## config.mk

```make
export PLATFORM = sky130hd
export DESIGN_NAME = wsg_voice_mixer
export DESIGN_NICKNAME = d
export VERILOG_FILES = /design/src/rtl/wsg_voice_mixer.sv
export SDC_FILE = /design/constraint.sdc
export NUM_CORES = 1
export LEC_CHECK = 0
export CORE_MARGIN = 2
export CORE_UTILIZATION = 60
export DETAILED_ROUTE_END_ITERATION = 10
export HOLD_SLACK_MARGIN = 0.1
export MAX_ROUTING_LAYER = met4
export PLACE_DENSITY_LB_ADDON = 0.05
export SYNTH_ARGS = -nofsm -noshare
export SYNTH_HDL_FRONTEND = slang
export SYNTH_SLANG_ARGS = --single-unit
```

## constraint.sdc

```tcl
create_clock -name clk -period 9.1 [get_ports clk]
set_input_delay 1.82 -clock clk [delete_from_list [all_inputs] [get_ports clk]]
set_output_delay 1.82 -clock clk [all_outputs]
set_load 0.05 [all_outputs]
```

## src/rtl/wsg_voice_mixer.sv

```systemverilog
// Three-voice mixer: snapshots sample/volume pairs once per audio sample period,
// scales them through one shared 4x4 multiplier and offers the 10-bit sum to the DAC serializer.
module wsg_voice_mixer #(
    parameter int SAMPLE_DIV = 1042
) (
    input  logic       clk,
    input  logic       rst,
    input  logic [3:0] sample_1,
    input  logic [3:0] vol_1,
    input  logic [3:0] sample_2,
    input  logic [3:0] vol_2,
    input  logic [3:0] sample_3,
    input  logic [3:0] vol_3,
    input  logic       mute,
    input  logic       mix_ready,
    input  logic       overrun_clr,
    output logic [9:0] mix_out,
    output logic       mix_valid,
    output logic       sample_tick,
    output logic       overrun,
    output logic [2:0] dbg_state
);

    localparam int CW = $clog2(SAMPLE_DIV);
    localparam logic [CW-1:0] CNT_LAST = CW'(SAMPLE_DIV - 1);

    typedef enum logic [2:0] {
        S_IDLE = 3'd0,
        S_V1   = 3'd1,
        S_V2   = 3'd2,
        S_V3   = 3'd3,
        S_OUT  = 3'd4
    } state_t;

    state_t        state_q, state_d;
    logic [CW-1:0] cnt_q, cnt_d;
    logic          tick_q, tick_d;
    logic [3:0]    s1_q, s1_d, v1_q, v1_d;
    logic [3:0]    s2_q, s2_d, v2_q, v2_d;
    logic [3:0]    s3_q, s3_d, v3_q, v3_d;
    logic          mute_q, mute_d;
    logic [9:0]    acc_q, acc_d;
    logic [9:0]    mix_out_q, mix_out_d;
    logic          mix_valid_q, mix_valid_d;
    logic          overrun_q, overrun_d;

    logic [3:0]    op_s, op_v;
    logic [7:0]    prod;
    logic [9:0]    acc_sum;
    logic          transfer;

    // Handshake: a word moves when mix_valid & mix_ready; mix_out is frozen while
    // mix_valid is high and unaccepted; mix_ready has no effect while mix_valid is low.
    assign transfer = mix_valid_q & mix_ready;

    always_comb begin
        op_s = 4'd0;
        op_v = 4'd0;
        case (state_q)
            S_V1: begin op_s = s1_q; op_v = v1_q; end
            S_V2: begin op_s = s2_q; op_v = v2_q; end
            S_V3: begin op_s = s3_q; op_v = v3_q; end
            default: ;
        endcase
        prod    = {4'd0, op_s} * {4'd0, op_v};
        acc_sum = acc_q + {2'd0, prod};
    end

    always_comb begin
        cnt_d       = (cnt_q == CNT_LAST) ? '0 : cnt_q + CW'(1);
        tick_d      = (cnt_d == CNT_LAST);
        state_d     = state_q;
        s1_d        = s1_q;
        v1_d        = v1_q;
        s2_d        = s2_q;
        v2_d        = v2_q;
        s3_d        = s3_q;
        v3_d        = v3_q;
        mute_d      = mute_q;
        acc_d       = acc_q;
        mix_out_d   = mix_out_q;
        mix_valid_d = mix_valid_q & ~transfer;
        overrun_d   = overrun_q & ~overrun_clr;

        case (state_q)
            S_IDLE: begin
                if (tick_q) begin
                    s1_d    = sample_1;
                    v1_d    = vol_1;
                    s2_d    = sample_2;
                    v2_d    = vol_2;
                    s3_d    = sample_3;
                    v3_d    = vol_3;
                    mute_d  = mute;
                    acc_d   = 10'd0;
                    state_d = S_V1;
                end
            end
            S_V1: begin
                acc_d   = {2'd0, prod};
                state_d = S_V2;
            end
            S_V2: begin
                acc_d   = acc_sum;
                state_d = S_V3;
            end
            S_V3: begin
                acc_d   = acc_sum;
                state_d = S_OUT;
            end
            S_OUT: begin
                // A slot freed by a same-cycle transfer can take the new word immediately.
                if (!mix_valid_q || transfer) begin
                    mix_out_d   = mute_q ? 10'd0 : acc_q;
                    mix_valid_d = 1'b1;
                end else begin
                    overrun_d = 1'b1;
                end
                state_d = S_IDLE;
            end
            default: state_d = S_IDLE;
        endcase
    end

    always_ff @(posedge clk) begin
        if (rst) begin
            state_q     <= S_IDLE;
            cnt_q       <= '0;
            tick_q      <= 1'b0;
            s1_q        <= 4'd0;
            v1_q        <= 4'd0;
            s2_q        <= 4'd0;
            v2_q        <= 4'd0;
            s3_q        <= 4'd0;
            v3_q        <= 4'd0;
            mute_q      <= 1'b0;
            acc_q       <= 10'd0;
            mix_out_q   <= 10'd0;
            mix_valid_q <= 1'b0;
            overrun_q   <= 1'b0;
        end else begin
            state_q     <= state_d;
            cnt_q       <= cnt_d;
            tick_q      <= tick_d;
            s1_q        <= s1_d;
            v1_q        <= v1_d;
            s2_q        <= s2_d;
            v2_q        <= v2_d;
            s3_q        <= s3_d;
            v3_q        <= v3_d;
            mute_q      <= mute_d;
            acc_q       <= acc_d;
            mix_out_q   <= mix_out_d;
            mix_valid_q <= mix_valid_d;
            overrun_q   <= overrun_d;
        end
    end

    assign mix_out     = mix_out_q;
    assign mix_valid   = mix_valid_q;
    assign sample_tick = tick_q;
    assign overrun     = overrun_q;
    assign dbg_state   = state_q;

endmodule

```

==> results.json <==
{
  "critical_path_class": "reg -> reg",
  "async_reset_ff_frac": 0,
  "p_int_mw": 0.438,
  "met1_usage": 0.340,
  "syn_inst": 430,
  "drc": 0,
  "grt_pass1_vias": 2973,
  "required_ns": 9.38,
  "switching_power_mw": 0.162,
  "cts.sinks": 62,
  "die_x_um": 81.1,
  "cts_resized": 0,
  "nNetsFinal": 517,
  "grt_pass1_wl_um": 13600,
  "skew_ns": 0.0152,
  "drtPass1Iterations": 5,
  "synth_top_flop_cell": "dfxtp_1",
  "grt_usage": 0.278,
  "yosys-top-cells-count": "62 x dfxtp_1, 59 x nand2_1, 49 x nor2_1, 45 x a21oi_1, 22 x ha_1",
  "power_density_nw_per_um2": 144,
  "max_freq_mhz": 177,
  "io_buffers": 44,
  "endpoint_kind": "flop",
  "synth_area_um2": 3570,
  "slew_viol_final": 0,
  "cts_hold_buf": 0,
  "route.vias.total": 3119,
  "netlist.area_leader.share": 0.348,
  "drtIter0Drc": 254,
  "post_cts_buffers": 0,
  "synth_edf_count": 0,
  "yosysMostFrequentCell": "dfxtp_1",
  "synthTopCellsByArea": "dfxtp_1 35%, ha_1 7.7%, a21oi_1 6.3%",
  "area_delta_synth_final_pct": 16.9,
  "gp_congestion": 0.847,
  "cpMaxStageDelayCell": "dfxtp_1",
  "die_h_um": 81.1,
  "grt_use_met2": 0.456,
  "clockPowerShare": 0.419,
  "rsz0062_at_grt": "false",
  "routed_wl_um": 8000,
  "dieArea_um2": 6580,
  "cp-start-kind": "flop",
  "cts_buffers": 9,
  "crit_chain": "nor2b_4 -> a22oi_1 -> or2_2 -> or2_2 -> fa_1 -> inv_1 -> fa_1 -> inv_1 -> fa_1 -> nor2b_1 -> o21ai_0 -> nand2_1 -> xor2_1 -> ha_1 -> a21o_1 -> a21oi_1 -> a2bb2oi_1 -> mux2_2 -> a21oi_1",
  "cts_max_level": 3,
  "clock_latency_ns": 0.35,
  "pwr-share-seq": 0.479,
  "sw_frac_of_total": 0.270,
  "postRouteAntennaNets": 0,
  "syn_avg_cell_area_um2": 8.30,
  "gr-total-overflow": 0,
  "yosysSeqAreaShare": 0.348,
  "cp.arrival_ns": 5.94,
  "antenna_found_initial": 0,
  "cts_tree": "done",
  "cp_max_fo": 20,
  "period_share": 0.622,
  "grt_busiest_layer": "met2",
  "p_comb_frac": 0.102,
  "clockBufferDepth": 2,
  "grt_util_met3": 0.0378,
  "maxCapViolCount": 0,
  "io-pin-count": 45,
  "final_layout_size_suffix_gt1_frac": 0.0815,
  "critical_path.most_common_cell": "fa_1",
  "slowest_delay_ns": 0.86,
  "initial_core_util": 0.610,
  "diodes": 0,
  "status": "finished, final reports clean",
  "coreArea_um2": 5850,
  "yosys.area.top_type": "dfxtp_1",
  "grt_max_degree": 57,
  "p_leak_nw": 1.53,
  "setup_viol": 0,
  "yosys_register_bits": 62,
  "worstMarginPinSlew_ns": 1.14,
  "min_period_ns": 5.66,
  "hold_viol": 0,
  "cts.root.buffer_cell": "clkbuf_8",
  "vias_per_cell": 5.77,
  "worst_ir_drop_vdd_mv": 0.112,
  "setup_tns_ns": 0,
  "netlist-cell-type-count": 63,
  "relSlewSlack": 0.235,
  "final_util": 0.713,
  "yosysWarnings": 0,
  "path_clk_slew_ns": 0.08,
  "hp-class": "reg -> reg",
  "num_rows": 28,
  "post_drt_wl_per_cell_um": 14.8,
  "syn_nets": 486,
  "dp_hpwl_um": 5570
}
==> worst paths after layout <==
check,from,endpoint,slack [ns],depth (start not counted)
max reg2reg,dbg_state[1],acc_q[9],3.44,19
min reg2reg,v3_q[3],v3_q[3],0.46,2
max,dbg_state[1],acc_q[9],3.44,19
min,v3_q[3],v3_q[3],0.46,2
==> placed cells by master (no fill, tap or decap), types with 4 or more instances in the layout <==
master,count
nor3_1,6
o21ai_0,9
dfxtp_1,62
nand2_1,59
nor2_1,49
nor3b_1,12
a21oi_1,45
mux2_2,9
xnor2_1,11
a22oi_1,9
clkbuf_8,10
xor2_1,6
nand3_1,10
or2_2,8
ha_1,22
fa_1,5
inv_1,15
clkdlybuf4s50_1,43
or3_1,6
a211oi_1,4
==> logic make-up after synthesis <==
family,after synthesis,synth area share
AO/OA/AOI/OAI,94,0.167
XOR/XNOR,17,0.0417
adder cells (fa/ha/maj),27,0.105
buffers and inverters,39,0.0505
flip-flops,62,0.348
multiplexers,10,0.0312
AND/OR/NAND/NOR,181,0.256
==> metal layers <==
layer  part of all wire  up-vias
met5                  0        -
met4              0.016        0
met3              0.043       13
met2               0.48       84
met1               0.46     1450
li1                   -     1572
==> through the flow <==
step                worst slack, ns  std cells  area [µm²]  power, mW  hold WS, ns
floorplan                      3.90        430        3570      0.333        0.433
global placement               3.60        525        3970      0.352        0.446
detailed placement             3.44        525        3970      0.354        0.448
CTS                            3.43        541        4170      0.603        0.460
global route                   3.13        541        4170      0.620        0.479
finish                         3.44        541        4170      0.600        0.458
==> cell type report <==
type                    instances  area (µm²)
inverters                      15        56.3
repair buffers                 44         435
fillers                       485        1680
clock buffers                  11         141
multi-input cells             329        2150
well taps                      75        93.8
flip-flops and latches         62        1240
clock inverters                 5        57.6
==> state kept, by name, summed over array words and instances, names as in the netlist, 3 cells and up <==
| register | flops |
|---|---|
| cnt_q | 11 |
| acc_q | 10 |
| mix_out | 10 |
| s1_q | 4 |
| s2_q | 4 |
| s3_q | 4 |
| v1_q | 4 |
| v2_q | 4 |
| v3_q | 4 |
| dbg_state | 3 |
==> critical path: cells and delay by family, from the launching register on <==
family	cells	cell delay [ns]
multiplexers	1	0.34
adder cells (fa/ha/maj)	4	1.88
AO/OA/AOI/OAI	6	0.99
XOR/XNOR	1	0.15
flip-flops	1	0.86
AND/OR/NAND/NOR	5	1.26
buffers and inverters	2	0.12
==> power groups by stage <==
stage	clock network (mW)	registers, mW	logic [mW]
3_5_place_dp	0	0.294	0.0605
5_1_grt	0.265	0.289	0.0666
6_report	0.251	0.287	0.0611
3_3_place_gp	0	0.293	0.0588
2_1_floorplan	0	0.289	0.0439
4_1_cts	0.255	0.287	0.0608
(Power assumes the default switching activity.)
==> patch, RTL diff (config.mk and constraints unchanged) <==
Set the parameter `SAMPLE_DIV` to 2084 (it was 1042).
--- a/src/rtl/wsg_voice_mixer.sv
+++ b/src/rtl/wsg_voice_mixer.sv
@@ -2,5 +2,5 @@
 // scales them through one shared 4x4 multiplier and offers the 10-bit sum to the DAC serializer.
 module wsg_voice_mixer #(
-    parameter int SAMPLE_DIV = 1042
+    parameter int SAMPLE_DIV = 2084
 ) (
     input  logic       clk,
Formal check against the unedited RTL: no difference found for any inputs over 10 cycles, from zero or initial values and one cycle with rst high; that may be too few to reach the edited logic, so the function may still have changed.
==> patch against the unedited design <==
Die area is 0.67% higher; synthesized area is 0.70% higher; worst setup slack improved by 0.018 ns; sequential cell count rose by 1; largest cell class unchanged; power down 7.1%; design area increased by 0.15%; routed wire length down 3.4%.
==> patch: results (changes against the unedited design) <==
.. list-table::
   :header-rows: 1

   * - Metric
     - Value
   * - Global routing met1 resource utilization
     - 33.0% (-0.95 points)
   * - Worst clock skew
     - 0.0110 ns (-0.00411 ns)
   * - Number of standard cells in the final layout excluding fillers
     - 540 (-0.18%)
   * - Via count of the first global-routing pass
     - 2,782 (-6.4%)
   * - Iteration-0 DRC Markers
     - 154 (-39%)
   * - DRT Pass-1 Iters
     - 4 (-1)
   * - Routed wl met2
     - 3610 microns (-5.7%)
   * - Hold Startpoint
     - s1_q[0]
   * - Global-route wire length before repair
     - 12,600 microns (-7.5%)
   * - Per-cell routed wire length
     - 14.3 microns (-3.2%)
   * - Post-Syn Area per Cell
     - 8.36 sq um (+0.70%)
   * - Placer congestion estimate
     - 0.951 (+12%)
   * - Cell variety after synth
     - 57 (-9.5%)
   * - Net count, final
     - 516 (-0.19%)
   * - Number of vias in the routed layout
     - 3,072 (-1.5%)
   * - Most area-consuming cells after synthesis
     - dfxtp_1 35%, ha_1 7.7%, nand2_1 6.3%, a21oi_1 6.0%, nor2_1 5.3%
   * - Flip-flop count of the largest register after layout
     - 12 (+1)
   * - Pre-CTS worst setup slack
     - 3.49 ns (+0.0462 ns)
   * - Total leakage power
     - 1.53 nW (-0.33%)
   * - GR Layer Usage met3
     - 5.11% (+1.3 points)
   * - Result of the run
     - finished, final reports clean
   * - Half-perimeter wire length after detailed placement
     - 5600 microns (+0.45%)
   * - Aggregate global-route resource usage
     - 25.3% (-2.4 points)
   * - Arrival time of data at the critical path endpoint
     - 5.90 ns (-0.04 ns)
   * - M1 wire length
     - 3720 microns (+0.38%)
   * - Maximum single-stage delay on the critical path
     - 0.82 ns (-0.04 ns)
   * - Net switching power
     - 0.000148 W (-8.3%)
## patch: final cells by class
| cell class | instances | area share, % |
|---|---|---|
| clock inverter | 5 | 0.808 |
| sequential | 63 | 30.2 |
| timing repair buffer | 44 | 10.4 |
| multi-input combinational | 327 | 51.6 |
| tap | 75 | 2.25 |
| inverter | 15 | 1.35 |
| clock buffer | 11 | 3.38 |
## patch: power by group through the flow
stage / clock [W] / combinational [W] / sequential, W
2_1_floorplan: 0 / 0.0000376 / 0.000292
3_3_place_gp: 0 / 0.0000527 / 0.000294
3_5_place_dp: 0 / 0.0000533 / 0.000294
4_1_cts: 0.000220 / 0.0000533 / 0.000288
5_1_grt: 0.000233 / 0.0000582 / 0.000289
6_report: 0.000216 / 0.0000534 / 0.000288
## patch: cells by family (layout without fill, tap and decap cells)
kind of cell,Yosys count,after routing,share of synthesized area [%]
compound gates,90,90,16.7
xor+xnor,19,19,4.63
fa+ha+maj,27,27,10.4
buf+inv,40,75,4.87
flops,63,63,35.1
mux,10,10,3.10
simple gates,181,181,25.1
## patch: final timing paths
path | end | slack [ns] | depth (start not counted)
worst min-delay path | s1_q[0] | 0.46 | 2
worst max-delay path | acc_q[7] | 3.46 | 19
worst max register to register | acc_q[7] | 3.46 | 19
worst min register to register | s1_q[0] | 0.46 | 2
## patch: per-stage QoR
| step | hold slack [ns] | utilization (%) | area (sq um) |
|---|---|---|---|
| 3_3_place_gp | 0.443 | 68.4 | 4000 |
| 3_5_place_dp | 0.447 | 68.4 | 4000 |
| 5_1_grt | 0.477 | 71.4 | 4180 |
| 2_1_floorplan | 0.433 | - | 3590 |
| 6_report | 0.458 | 71.4 | 4180 |
| 4_1_cts | 0.458 | 71.4 | 4180 |
